**src/rtl/demux_pkg.sv**
```systemverilog
// Shared types and constants for the 1-to-2 stream demultiplexer.
// The DEMUX_CNT_EN macro adds the per-output delivered-word counters.
package demux_pkg;

    localparam int DEMUX_WIDTH = 32;
    localparam int DEMUX_CNT_W = 16;

    typedef enum logic {
        ST_EMPTY = 1'b0,
        ST_FULL  = 1'b1
    } slot_state_t;

    // A slot can take a new word if it is empty now or is being drained this cycle.
    function automatic logic slot_can_take(input slot_state_t state, input logic ready);
        return (state == ST_EMPTY) || ready;
    endfunction

endpackage

```
**src/rtl/demux_out_slot.sv**
```systemverilog
// One output slot of the demux: a single-entry register with EMPTY/FULL FSM.
// With DEMUX_CNT_EN defined the slot also counts delivered words.
//
// state    | meaning
// ST_EMPTY | no word held, valid low, y holds the last delivered word
// ST_FULL  | word held on y, valid high, y stable until drained
module demux_out_slot
    import demux_pkg::*;
#(
    parameter int WIDTH = DEMUX_WIDTH
) (
    input  logic                   clk,
    input  logic                   rst_n,
    input  logic                   load,
    input  logic [WIDTH-1:0]       d,
    input  logic                   ready,
    output logic                   valid,
    output logic [WIDTH-1:0]       y,
    output logic                   can_take
`ifdef DEMUX_CNT_EN
    ,
    input  logic                   cnt_clr,
    output logic [DEMUX_CNT_W-1:0] cnt
`endif
);

    slot_state_t      state;
    slot_state_t      state_next;
    logic [WIDTH-1:0] data_q;
    logic             drain;

    assign valid    = (state == ST_FULL);
    assign drain    = valid && ready;
    assign can_take = slot_can_take(state, ready);
    assign y        = data_q;

    always_ff @(posedge clk or negedge rst_n) begin
        if (!rst_n) begin
            state <= ST_EMPTY;
        end else begin
            state <= state_next;
        end
    end

    always_comb begin
        state_next = state;
        case (state)
            ST_EMPTY: begin
                if (load) begin
                    state_next = ST_FULL;
                end
            end
            ST_FULL: begin
                // A load while full only happens together with a drain, so the slot stays full.
                if (drain && !load) begin
                    state_next = ST_EMPTY;
                end
            end
            default: state_next = ST_EMPTY;
        endcase
    end

    always_ff @(posedge clk or negedge rst_n) begin
        if (!rst_n) begin
            data_q <= '0;
        end else if (load) begin
            data_q <= d;
        end
    end

`ifdef DEMUX_CNT_EN
    logic [DEMUX_CNT_W-1:0] cnt_q;

    always_ff @(posedge clk or negedge rst_n) begin
        if (!rst_n) begin
            cnt_q <= '0;
        end else if (cnt_clr) begin
            cnt_q <= '0;
        end else if (drain) begin
            cnt_q <= cnt_q + DEMUX_CNT_W'(1);
        end
    end

    assign cnt = cnt_q;
`endif

endmodule

```
**src/rtl/stream_demux_1to2.sv**
```systemverilog
// Registered 1-to-2 valid/ready stream demultiplexer with one slot per output.
// Defining DEMUX_CNT_EN adds cnt_clr, cnt0 and cnt1 delivered-word counters.
module stream_demux_1to2
    import demux_pkg::*;
#(
    parameter int WIDTH = DEMUX_WIDTH
) (
    input  logic                   clk,
    input  logic                   rst_n,
    input  logic                   in_valid,
    output logic                   in_ready,
    input  logic [WIDTH-1:0]       d,
    input  logic                   S,
    output logic                   y0_valid,
    input  logic                   y0_ready,
    output logic [WIDTH-1:0]       y0,
    output logic                   y1_valid,
    input  logic                   y1_ready,
    output logic [WIDTH-1:0]       y1
`ifdef DEMUX_CNT_EN
    ,
    input  logic                   cnt_clr,
    output logic [DEMUX_CNT_W-1:0] cnt0,
    output logic [DEMUX_CNT_W-1:0] cnt1
`endif
);

    logic acc;
    logic load0;
    logic load1;
    logic can_take0;
    logic can_take1;

    // Only the selected slot gates acceptance; a stalled unselected slot never blocks.
    assign in_ready = S ? can_take1 : can_take0;
    assign acc      = in_valid && in_ready;
    assign load0    = acc && !S;
    assign load1    = acc && S;

    demux_out_slot #(
        .WIDTH(WIDTH)
    ) u_slot0 (
        .clk     (clk),
        .rst_n   (rst_n),
        .load    (load0),
        .d       (d),
        .ready   (y0_ready),
        .valid   (y0_valid),
        .y       (y0),
        .can_take(can_take0)
`ifdef DEMUX_CNT_EN
        ,
        .cnt_clr (cnt_clr),
        .cnt     (cnt0)
`endif
    );

    demux_out_slot #(
        .WIDTH(WIDTH)
    ) u_slot1 (
        .clk     (clk),
        .rst_n   (rst_n),
        .load    (load1),
        .d       (d),
        .ready   (y1_ready),
        .valid   (y1_valid),
        .y       (y1),
        .can_take(can_take1)
`ifdef DEMUX_CNT_EN
        ,
        .cnt_clr (cnt_clr),
        .cnt     (cnt1)
`endif
    );

endmodule

```
**config.mk**
```make
export PLATFORM = sky130hd
export DESIGN_NAME = stream_demux_1to2
export DESIGN_NICKNAME = d
export VERILOG_FILES = /design/src/rtl/demux_pkg.sv /design/src/rtl/demux_out_slot.sv /design/src/rtl/stream_demux_1to2.sv
export SDC_FILE = /design/constraint.sdc
export NUM_CORES = 1
export LEC_CHECK = 0
export BUFFER_PORTS_ARGS = -buffer_cell sky130_fd_sc_hd__buf_2
export CAP_MARGIN = 20
export CORE_ASPECT_RATIO = 0.8
export CORE_UTILIZATION = 50
export CTS_BUF_LIST = sky130_fd_sc_hd__clkbuf_8
export CTS_CLUSTER_SIZE = 8
export DETAILED_ROUTE_END_ITERATION = 6
export GPL_TIMING_DRIVEN = 0
export PLACE_DENSITY = 0.85
export SLEW_MARGIN = 40
export SYNTH_ARGS = -nofsm -noshare
export SYNTH_HDL_FRONTEND = slang
export SYNTH_SLANG_ARGS = --single-unit
export TNS_END_PERCENT = 5
```
**constraint.sdc**
```tcl
create_clock -name clk -period 1.65 [get_ports clk]
set_clock_uncertainty 0.2 [all_clocks]
set_input_delay 0.33 -clock clk [delete_from_list [all_inputs] [get_ports clk]]
set_output_delay 0.33 -clock clk [all_outputs]
set_load 0.02 [all_outputs]
```
Yosys cells after proc, flatten, opt, wreduce, memory -nomap -nowiden
Cells that the tools add are included.
W data, S select, Z words.

word-level totals
  bits in registers = 66
  latch bits = 0
  memory bits (writable) = 0
  memory bits (read-only) = 0
  input port bits = 38
  output and inout bits = 67
  word-level logic and storage cells = 25
  memories = 0

cells by class
  add/subtract/negate cells = 0
  multipliers = 0
  div/mod/pow operators = 0
  order comparisons = 0
  equality and inequality tests = 0
  shift operators = 0
  mux-type cells = 7
  bitwise operators = 2
  reductions and logical operators = 12

operators by type and width
  kind                 number
  $logic_and A1 B1 Y1  7
  $mux W1              5
  $pmux W1 S2          2
  $logic_not A1 Y1     3
  $logic_or A1 B1 Y1   2
  $not A1 Y1           2

Logic depth before layout (Yosys ltp)
Gate-level depths: netlist (run 1).

  word-level depth = 9
  gate-level depth with buffers = 5
  depth with buffers taken out = 3

Cells and area by module
From an unflattened synthesis (run 1), not the netlist that was laid out.

second synthesis, totals
  cells, all modules = 145
  area total of the unflattened synthesis = 2,790.2 µm²

modules (own cells, without submodules)
  module             times used  cells an instance  area each (µm²)
  demux_out_slot     2           71                 1,378.8
  stream_demux_1to2  1           3                  32.5

Worst setup path after synthesis (run 1)
OpenSTA, ideal clock, no wires.

  kind = register to register
  start = reg u_slot1.state, in the netlist u_slot1.valid
  end = reg u_slot1.data_q[14], in the netlist u_slot1.y[14]
  library setup time = 0.125 ns
  arrival time = 1.307 ns
  slack = 0.018 ns
  cell stages (with the launch flop) = 5
  cells stage by stage = dfrtp_1 > and2b_1 > nor2_4 > buf_6 > mux2_2

on the way
  longest elaborated chain between the ends = 5

ends and longest elaborated chain
  element                 RTL line                 text
  start, declared         demux_out_slot.sv:27     slot_state_t state;
  start signal, assigned  demux_out_slot.sv:41     state <= state_next;
  $not A1 Y1              demux_pkg.sv:15          return (state == ST_EMPTY) || ready;
  $logic_or A1 B1 Y1      demux_pkg.sv:15
  $mux W1                 stream_demux_1to2.sv:35  assign in_ready = S ? can_take1 : can_take0;
  $logic_and A1 B1 Y1     stream_demux_1to2.sv:36  assign acc = in_valid && in_ready;
  $logic_and A1 B1 Y1     stream_demux_1to2.sv:38  assign load1 = acc && S;
  end signal, assigned    demux_out_slot.sv:65     data_q <= '0;
  end signal, assigned    demux_out_slot.sv:67     data_q <= d;
  end, declared           demux_out_slot.sv:29     logic [WIDTH-1:0] data_q;

No other way between the ends.
A chain may end at the register's enable or synchronous reset.

Worst setup path in the final report (run 1)
  start = reg u_slot1.state, in the netlist u_slot1.valid
  end = out in_ready

on the way
  longest elaborated chain between the ends = 3

ends and longest elaborated chain
  element             RTL line                 text
  $not A1 Y1          demux_pkg.sv:15
  $logic_or A1 B1 Y1  demux_pkg.sv:15
  $mux W1             stream_demux_1to2.sv:35
  end, declared       stream_demux_1to2.sv:11  output logic in_ready,

No other way between the ends.

==> results of run 1 <==
-- sequential cells by signal, summed over array words and instances (netlist names) --
| signal | cells |
|---|---|
| u_slot1.y | 32 |
| u_slot1.valid | 1 |
| u_slot0.y | 32 |
| u_slot0.valid | 1 |
-- cells in the final DEF, fill, tap and decap left out --
master	count
sky130_fd_sc_hd__a21oi_2	1
sky130_fd_sc_hd__and2b_2	1
sky130_fd_sc_hd__buf_12	4
sky130_fd_sc_hd__buf_2	102
sky130_fd_sc_hd__buf_4	2
sky130_fd_sc_hd__buf_6	4
sky130_fd_sc_hd__clkbuf_8	9
sky130_fd_sc_hd__clkinv_2	4
sky130_fd_sc_hd__dfrtp_1	66
sky130_fd_sc_hd__dlygate4sd3_1	1
sky130_fd_sc_hd__inv_1	2
sky130_fd_sc_hd__mux2_1	2
sky130_fd_sc_hd__mux2_2	31
sky130_fd_sc_hd__mux2_4	31
sky130_fd_sc_hd__nand2_1	2
sky130_fd_sc_hd__nand2b_1	1
sky130_fd_sc_hd__nand2b_4	2
sky130_fd_sc_hd__nor2_1	1
sky130_fd_sc_hd__nor2_4	1
sky130_fd_sc_hd__nor2b_4	1
-- kinds of logic (layout without fill, tap and decap cells) --
logic type	Yosys count	in the layout	share of synthesized area, %
simple gates	9	9	2.90
compound gates	1	1	0.187
flops	66	66	61.8
mux	64	64	31.2
buf+inv	7	128	3.93
-- power by group --
group          internal (W)  switching, W
clock network      0.000514      0.000572
logic              0.000581      0.000674
registers           0.00191      0.000158
total               0.00300       0.00140
-- per-layer routing --
| metal | vias to the layer above | share of wire [%] |
|---|---|---|
| met1 | 806 | 41 |
| met3 | 10 | 5.5 |
| met2 | 55 | 52 |
| met4 | 0 | 1.9 |
| li1 | 741 | - |
| met5 | - | 0 |
-- timing repair --
action	CTS	global route
setup endpoints to repair	31	31
hold endpoints to repair	35	0
gates resized for setup	4	0
hold buffers	1	0
pin swaps	2	0
-- metrics by stage --
step | TNS (ps) | total power (W) | util (%) | hold slack [ps]
after global routing | -2730 | 0.00462 | 68.4 | 15.5
after floorplan | 0 | 0.00288 | - | -166
after detailed placement | -2020 | 0.00335 | 65.0 | 117
after global placement | -16350 | 0.00330 | 64.6 | 264
after CTS | -1700 | 0.00447 | 68.4 | 13.4
final | -1030 | 0.00441 | 68.4 | 27.3
-- final cells by class --
class	instances	share of cell area [%]
plain buffers	7	3.03
clock buffers	9	3.57
clock inverters	6	0.794
multi-input cells	74	26.7
flip-flops and latches	66	47.7
well taps	62	2.24
repair buffers	106	16.0
-- path summary, 6_finish.rpt --
path                                           start                   endpoint  slack, ps  depth (start not counted)
setup reg to reg             u_slot1.valid$_DFF_PN0_   u_slot1.y[9]$_DFFE_PN0P_        -50                          4
setup / recovery             u_slot1.valid$_DFF_PN0_                   in_ready       -110                          3
hold reg to reg            u_slot1.y[19]$_DFFE_PN0P_  u_slot1.y[19]$_DFFE_PN0P_        290                          1
max in group asynchronous                      rst_n  u_slot0.y[24]$_DFFE_PN0P_        430                          3
min in group asynchronous                      rst_n   u_slot0.y[6]$_DFFE_PN0P_        300                          2
hold / removal                                 d[18]  u_slot1.y[18]$_DFFE_PN0P_         30                          2
==> results.md, run 1 <==
- Share of the synthesized area in the top cell type: 61.8%
- Via-to-Cell Ratio: about 4.9
- Antenna violations before repair: 0
- Number of instances in the placed design: 314
- Number of levels in the clock H-tree: 3
- Number of core rows: 23
- Cell types with the largest area share after synthesis: sky130_fd_sc_hd__dfrtp_1, sky130_fd_sc_hd__mux2_4, sky130_fd_sc_hd__mux2_2
- Number of buffer cells added on primary ports: between 100 and 150
- Proportion of synthesized chip area in sequential cells: 61.8%
- Number of nets in the synthesized netlist: 185
- Met3 track demand over resource: 7.21%
- Final Hold Fails: 0
- Warnings from Yosys: 0
- Critical Path End Type: output port
- Final Worst Setup Slack: -107 ps
- Synthesized instance count: 147
- Unrepaired setup endpoints after global routing: yes
- Run status: finished, violations left
- Failing checks: negative setup slack
- Gpl congestion: ~0.74
- Flops & latches, synth: between 60 and 70
- Number of clock sinks: 66
- Mean cell area of the mapped netlist: 18.2 sq um
- Top achievable clock speed: 0.569 GHz
- Number of enable flip-flop cells after synthesis: 0
- Max capacitance violation total: 0
- Antenna diode count: 0
- Clock root buffer: sky130_fd_sc_hd__clkbuf_8
- Pre-Repair DR Iteration Count: 3
- Die height: 67.4 um
- Detailed-route wire length per cell: 16.3 um
- Ratio of cells with drive above 1 in the final layout: 72.0%
- CP peak stage delay: around 400 ps
- Final Instance Area: between 0.003 and 0.004 sq mm
- Headroom to the max-slew limit: 69.5%
- Arrival time at the worst endpoint: approximately 1200 ps
- Fill cell instance count of the final layout: ~370
- Core box area: 0.00506 sq mm
- Worst slew pin tran: 457 ps
- Die area: 0.00564 sq mm
- Placed inst area: 0.00329 sq mm
- Buffer count from post-CTS setup fixing: 0
- Global-route congestion overflow total: 0
- Distinct cells, synth: 14
- Max rail drop VDD: slightly above 0.0007 V
- GRT Max-Usage Layer: met2
- Critical path cell sequence: and2b_2 > a21oi_2 > buf_4
- X dimension of the die: between 80 and 90 um
- Power density normalized to cell area: 1270 mW/mm^2
- Total routing resource utilization after global routing: 20.6%
- Crit path time final: 1760 ps
- Sequential cell area: 0.00165 sq mm
- Buffer depth of the longest clock path: 2
- Finish-stage setup viols: 31
- Clock latency at the later pin of the worst-skew pair: around 330 ps
- HPWL Detailed: 3.90 mm
- Initial Utilization: 52.8%
- Standard cell with the maximum stage delay on the critical path: sky130_fd_sc_hd__dfrtp_1
- Final layout net count: 302
- Post-CTS clock slew at the launch and capture registers of the worst setup and hold paths: roughly 60 ps
- Type of the worst setup path: flip-flop to output port
- Count of vias placed by the detailed router: 1612
- M1 GR Usage: about 24%
- Maximum fanout count along the critical path: 3
- Path class of the lowest-slack min-delay path: primary input to flip-flop
- Top delay family on crit path: flip-flops
- Cell types with the highest counts after synthesis: sky130_fd_sc_hd__dfrtp_1, sky130_fd_sc_hd__mux2_2, sky130_fd_sc_hd__mux2_4, sky130_fd_sc_hd__buf_6, sky130_fd_sc_hd__buf_12
- Total length of routed wires: 5.39 mm
- Number of pins exceeding their max-slew limit in the final report: 0
- Synthesized area: 0.00267 sq mm
- Most numerous cell in the Yosys netlist: sky130_fd_sc_hd__dfrtp_1
- Largest net degree at the start of global routing: 37
- Initial detailed-routing violation count: 17
- Area of the multi-input gates: 925 sq um
- Buf+Inv Stages, Crit Path: 1
- Post-route insts no fill: 330
- Reported leakage power: 1.75 nW
- Number of I/O pins: 105
- Vias in the first global route: 1705
- Number of remaining DRC errors: 0
- WP data required: 1120 ps
- Wire length of the first global-routing pass: 8.49 mm
- Num CTS Buffers: 9
- Worst setup timing slack at the placement stage: -85.2 ps
- Final critical-path share of the clock period: 106%
- Clock tree from TritonCTS: done
- Proportion of register bits with asynchronous set or reset after synthesis: between 90% and 100%
- DRT antenna net count: 0
- Layout-stage area growth over the synthesis result: 29.7%
- Met2 layer usage reported by global route: 34.7%
- Primary flip-flop cell chosen by synthesis mapping: sky130_fd_sc_hd__dfrtp_1
- Launching element type of the critical path: flip-flop
- Library cell occupying the most area in the post-synthesis netlist: sky130_fd_sc_hd__dfrtp_1
Power figures use the tool's default switching activity.
==> run 2: changes to the inputs <==
Clock period 1.65 ns to 1.9 ns, I/O delays scaled along.
==> run 2 against run 1 <==
  * The run now ends clean
  * First-iteration DRC count up 5.9%
  * Worst hold slack improved by 51 ps
  * Total power fell by 13%
==> results.md, run 2 (synthesis results as in run 1) <==
- Die height: 67.4 um (unchanged)
- X dimension of the die: 83.7 um (unchanged)
- Max capacitance violation total: 0 (unchanged)
- Total length of routed wires: 5.34 mm (-0.84%)
- Reported leakage power: 1.74 nW (-0.27%)
- Power density normalized to cell area: 1110 mW/mm^2 (-13%)
- Max rail drop VDD: 0.000611 V (-13%)
- Antenna diode count: 0 (unchanged)
- Die area: 0.00564 sq mm (unchanged)
- Clock root buffer: sky130_fd_sc_hd__clkbuf_8
- Number of pins exceeding their max-slew limit in the final report: 0 (unchanged)
- Gpl congestion: 0.736 (unchanged)
- Number of core rows: 23 (unchanged)
- Critical Path End Type: output port
- Finish-stage setup viols: 0 (-100%)
- Launching element type of the critical path: flip-flop
- WP data required: 1320 ps (+200 ps)
- Path class of the lowest-slack min-delay path: primary input to flip-flop
- Pre-Repair DR Iteration Count: 3 (unchanged)
- Number of I/O pins: 105 (unchanged)
- Top achievable clock speed: 0.548 GHz
- Number of buffer cells added on primary ports: 104 (unchanged)
- Detailed-route wire length per cell: 16.2 um (-0.84%)
- Num CTS Buffers: 9 (unchanged)
- Arrival time at the worst endpoint: 1250 ps (+20 ps)
- Buffer depth of the longest clock path: 2 (unchanged)
- Post-CTS clock slew at the launch and capture registers of the worst setup and hold paths: 60 ps (about the same)
- HPWL Detailed: 3.90 mm (unchanged)
- Leading cell types in the layout, fill and taps excluded: sky130_fd_sc_hd__buf_2, sky130_fd_sc_hd__dfrtp_1, sky130_fd_sc_hd__mux2_2, sky130_fd_sc_hd__mux2_4, sky130_fd_sc_hd__clkbuf_8
- Final layout net count: 302 (unchanged)
- Core box area: 0.00506 sq mm (unchanged)
- Vias in the first global route: 1705 (unchanged)
- Type of the worst setup path: flip-flop to output port
- Initial Utilization: 52.8% (unchanged)
- Via-to-Cell Ratio: 4.92 (+0.62%)
- Antenna violations before repair: 0 (unchanged)
- Worst slew pin tran: 457 ps (+0.255 ps)
- Run status: complete, no violations
- Crit path time final: between 1500 and 2000 ps
- Final-layout worst hold slack: 78.4 ps (+51.1 ps)
- Number of remaining DRC errors: 0 (unchanged)
- Layout-stage area growth over the synthesis result: 29.3%
- Count of vias placed by the detailed router: 1622 (+0.62%)
- Fill cell instance count of the final layout: 375 (+0.27%)
- Clock tree from TritonCTS: done
- Number of instances in the placed design: 314 (unchanged)
- Global-route congestion overflow total: 0 (unchanged)
- Maximum fanout count along the critical path: 3 (unchanged)
- Final Hold Fails: 0 (unchanged)
- Post-route insts no fill: 330 (unchanged)
- DRT antenna net count: 0 (unchanged)
- Clock latency at the later pin of the worst-skew pair: 330 ps (about the same)
- Largest net degree at the start of global routing: 37 (unchanged)
- Post-cts sizing count: 0 (-4)
- Ratio of cells with drive above 1 in the final layout: 71.3% (-0.75 points)
- Unrepaired setup endpoints after global routing: no
- Initial detailed-routing violation count: 18 (+1)
- Number of clock sinks: 66 (unchanged)
- Commonest non-fill, non-tap cell in the layout: sky130_fd_sc_hd__buf_2
- Number of levels in the clock H-tree: 3 (unchanged)
- Wire length of the first global-routing pass: 8.46 mm (-0.40%)
- Headroom to the max-slew limit: 69.5% (about the same)
- Total routing resource utilization after global routing: 20.6% (-0.083 points)
- Final critical-path share of the clock period: 96.1%
-- run 2: cell count changes in the layout (fill, tap and decap cells not counted) --
cell                      change
sky130_fd_sc_hd__a21oi_2      -1
sky130_fd_sc_hd__buf_2        +1
sky130_fd_sc_hd__a21oi_1      +1
sky130_fd_sc_hd__mux2_2       +1
sky130_fd_sc_hd__and2b_1      +1
sky130_fd_sc_hd__mux2_4       -1
sky130_fd_sc_hd__and2b_2      -1
sky130_fd_sc_hd__buf_4        -1
-- run 2: path summary, 6_finish.rpt --
check / start / cells after the start / to / slack, ps
worst max-delay path: u_slot1.valid$_DFF_PN0_ / 3 / in_ready / 70
worst min-delay path: d[18] / 2 / u_slot1.y[18]$_DFFE_PN0P_ / 80
worst max register to register: u_slot1.valid$_DFF_PN0_ / 4 / u_slot1.y[9]$_DFFE_PN0P_ / 200
worst min register to register: u_slot1.y[19]$_DFFE_PN0P_ / 1 / u_slot1.y[19]$_DFFE_PN0P_ / 290
max in group asynchronous: rst_n / 3 / u_slot0.y[24]$_DFFE_PN0P_ / 630
min in group asynchronous: rst_n / 2 / u_slot0.y[6]$_DFFE_PN0P_ / 350
-- run 2: repair_timing --
action / 4_1_cts / 5_1_grt
hold endpoints to repair: 35 / 0
setup buffers: 0 / 0
hold buffers: 1 / 0
-- run 2: power by group --
part           switching (W)  total, W  internal (W)
clock network       0.000496  0.000942      0.000446
registers           0.000137   0.00180       0.00166
logic               0.000583   0.00108      0.000501
-- run 2: final cells by class --
cell class | count | area (sq um) | area share [%]
sequential | 66 | 1650 | 47.8
multi-input combinational | 74 | 916 | 26.5
timing repair buffer | 106 | 553 | 16.0
clock buffer | 9 | 124 | 3.59
buffer | 7 | 105 | 3.04
tap | 62 | 77.6 | 2.25
clock inverter | 6 | 27.5 | 0.797
-- run 2: per-layer routing --
| metal | share of wire (%) | wire length (um) | global-route usage [%] |
|---|---|---|---|
| met1 | 41 | 2170 | 24.1 |
| met2 | 52 | 2760 | 34.5 |
| met3 | 5.7 | 304 | 7.21 |
| met4 | 1.9 | 101 | 10.2 |
| met5 | 0 | 0 | 0 |
-- run 2: worst max-delay path, cell delays in order, from the launching register on --
cell	delay, ps
sky130_fd_sc_hd__dfrtp_1	390
sky130_fd_sc_hd__and2b_1	200
sky130_fd_sc_hd__a21oi_1	150
sky130_fd_sc_hd__buf_2	180
-- run 2: per-stage QoR --
step | area, sq um | TNS (ps) | utilization [%] | power (W) | worst slack [ps]
2_1_floorplan | 2670 | 0 | - | 0.00250 | 268
3_3_place_gp | 3270 | -1210 | 64.6 | 0.00287 | -21.8
3_5_place_dp | 3290 | 0 | 65.0 | 0.00291 | 115
4_1_cts | 3450 | 0 | 68.2 | 0.00388 | 32.5
5_1_grt | 3450 | 0 | 68.2 | 0.00401 | 7.31
6_report | 3450 | 0 | 68.2 | 0.00382 | 75.0
==> run 3: changes to the inputs <==
Settings changed: CORE_ASPECT_RATIO 0.8 to not set.
==> run 3 against run 2 <==
  * Sequential cell count did not move
  * Wire length hardly changed
  * Non-clock buffer count stayed put
  * Worst hold slack improved by 5.7 ps
  * Sequential power about the same
  * Die area is essentially flat
  * Largest cell class unchanged
==> results.md, run 3 (synthesis results as in run 1) <==
- Commonest non-fill, non-tap cell in the layout: sky130_fd_sc_hd__buf_2
- Maximum fanout count along the critical path: 3 (unchanged)
- Crit path time final: 1830 ps (+7.98 ps)
- Gpl congestion: 0.745 (+1.2%)
- Die area: 0.00564 sq mm (about the same)
- Antenna violations before repair: 0 (unchanged)
- Total routing resource utilization after global routing: 20.5% (-0.089 points)
- Buffer count from post-CTS setup fixing: 0 (unchanged)
- Clock root buffer: sky130_fd_sc_hd__clkbuf_8
- Initial Utilization: 52.0% (-0.77 points)
- Die height: 75.1 um (+11%)
- Number of buffer cells added on primary ports: 104 (unchanged)
- Buffer depth of the longest clock path: 2 (unchanged)
- Via-to-Cell Ratio: 4.82 (-2.0%)
- Reported leakage power: 1.76 nW (+1.2%)
- Final-layout worst hold slack: 84.1 ps (+5.70 ps)
- TNS Setup: 0 ps (unchanged)
- DRT antenna net count: 0 (unchanged)
- WP data required: 1320 ps (about the same)
- Largest net degree at the start of global routing: 37 (unchanged)
- Headroom to the max-slew limit: 68.2% (-1.3 points)
- Global-route congestion overflow total: 0 (unchanged)
- Clock latency at the later pin of the worst-skew pair: 330 ps (about the same)
- Number of pins exceeding their max-slew limit in the final report: 0 (unchanged)
- Number of core rows: 26 (+13%)
- Area of the multi-input gates: 920 sq um (+0.41%)
- Worst slew pin tran: 477 ps (+19.8 ps)
- Vias in the first global route: 1690 (-0.88%)
- Post-CTS clock slew at the launch and capture registers of the worst setup and hold paths: 60 ps (about the same)
- Path class of the lowest-slack min-delay path: primary input to flip-flop
- Sequential cell area: 0.00165 sq mm (unchanged)
- Fill cell instance count of the final layout: 403 (+7.5%)
- Top achievable clock speed: 0.546 GHz (-0.44%)
- Worst R2R Path Depth: 4 (unchanged)
- Total length of routed wires: 5.34 mm (about the same)
- Ratio of cells with drive above 1 in the final layout: 71.9% (+0.64 points)
- Max capacitance violation total: 0 (unchanged)
- Layout-stage area growth over the synthesis result: 31.9%
- Number of clock sinks: 66 (unchanged)
- Run status: complete, no violations
- Type of the worst setup path: flip-flop to output port
- Number of levels in the clock H-tree: 3 (unchanged)
- Leading cell types in the layout, fill and taps excluded: sky130_fd_sc_hd__buf_2, sky130_fd_sc_hd__dfrtp_1, sky130_fd_sc_hd__mux2_2, sky130_fd_sc_hd__mux2_4, sky130_fd_sc_hd__clkbuf_8
- X dimension of the die: 75.1 um (-10%)
- HPWL Detailed: 3.80 mm (-2.6%)
- Critical Path End Type: output port
- Clock tree from TritonCTS: done
- Placed inst area: 0.00330 sq mm (+0.30%)
- Number of I/O pins: 105 (unchanged)
- Core box area: 0.00514 sq mm (+1.5%)
- Unrepaired setup endpoints after global routing: no
- Final Hold Fails: 0 (unchanged)
- Num CTS Buffers: 9 (unchanged)
- Final Instance Area: 0.00353 sq mm (+2.1%)
- Pre-Repair DR Iteration Count: 4 (+1)
- Antenna diode count: 0 (unchanged)
- Arrival time at the worst endpoint: 1250 ps (about the same)
- Max rail drop VDD: 0.000695 V (+14%)
- Final layout net count: 302 (unchanged)
- Launching element type of the critical path: flip-flop
- Number of remaining DRC errors: 0 (unchanged)
- Wire length of the first global-routing pass: 8.01 mm (-5.3%)
- Hold Crit Depth: 2 (unchanged)
- Count of vias placed by the detailed router: 1623 (+0.062%)
- Finish-stage setup viols: 0 (unchanged)
- Detailed-route wire length per cell: 15.8 um (-2.1%)
- Power density normalized to cell area: 1170 mW/mm^2 (+5.6%)
- Final critical-path share of the clock period: 96.5% (+0.42 points)
- Initial detailed-routing violation count: 47 (+29)
run 3: report_power, final:
| group | switching (W) | internal [W] |
|---|---|---|
| combinational | 0.000588 | 0.000502 |
| clock | 0.000484 | 0.000753 |
| sequential | 0.000132 | 0.00166 |
run 3: per-stage QoR:
stage	worst slack, ps	utilization [%]	std cells	total power [W]
5_1_grt	4.70	68.6	337	0.00431
4_1_cts	54.4	68.5	337	0.00417
3_5_place_dp	151	64.3	322	0.00291
6_report	67.0	68.6	337	0.00412
3_3_place_gp	15.2	63.8	321	0.00287
2_1_floorplan	268	-	147	0.00250
run 3: critical path: stages, from the launching register on:
cell and delay, ps:
sky130_fd_sc_hd__dfrtp_1 370, sky130_fd_sc_hd__and2b_1 210, sky130_fd_sc_hd__a21oi_2 170, sky130_fd_sc_hd__buf_4 160
run 3: path summary, 6_finish.rpt:
kind	start	end	slack [ps]
worst max-delay path	u_slot1.valid$_DFF_PN0_	in_ready	70
worst max register to register	u_slot1.valid$_DFF_PN0_	u_slot1.y[7]$_DFFE_PN0P_	230
worst min-delay path	d[19]	u_slot1.y[19]$_DFFE_PN0P_	80
max in group asynchronous	rst_n	u_slot1.valid$_DFF_PN0_	620
worst min register to register	u_slot1.y[19]$_DFFE_PN0P_	u_slot1.y[19]$_DFFE_PN0P_	280
min in group asynchronous	rst_n	u_slot1.y[21]$_DFFE_PN0P_	340
run 3: what timing repair did:
action / CTS / global route
hold endpoints to repair: 35 / 0
gates resized for setup: 0 / 2
hold buffers: 1 / 0
setup endpoints to repair: 0 / 1
run 3: final cells by class:
class | instances | area share [%]
plain buffers | 7 | 2.98
clock buffers | 10 | 3.90
clock inverters | 4 | 1.95
multi-input cells | 74 | 26.1
flip-flops and latches | 66 | 46.8
well taps | 70 | 2.48
repair buffers | 106 | 15.8
run 3: metal layers:
metal	GRT usage [%]	routed length, um	vias up
met1	22.9	2120	812
li1	-	-	743
met3	8.97	275	10
met2	34.3	2850	58
met4	8.18	92	0
met5	0	0	-
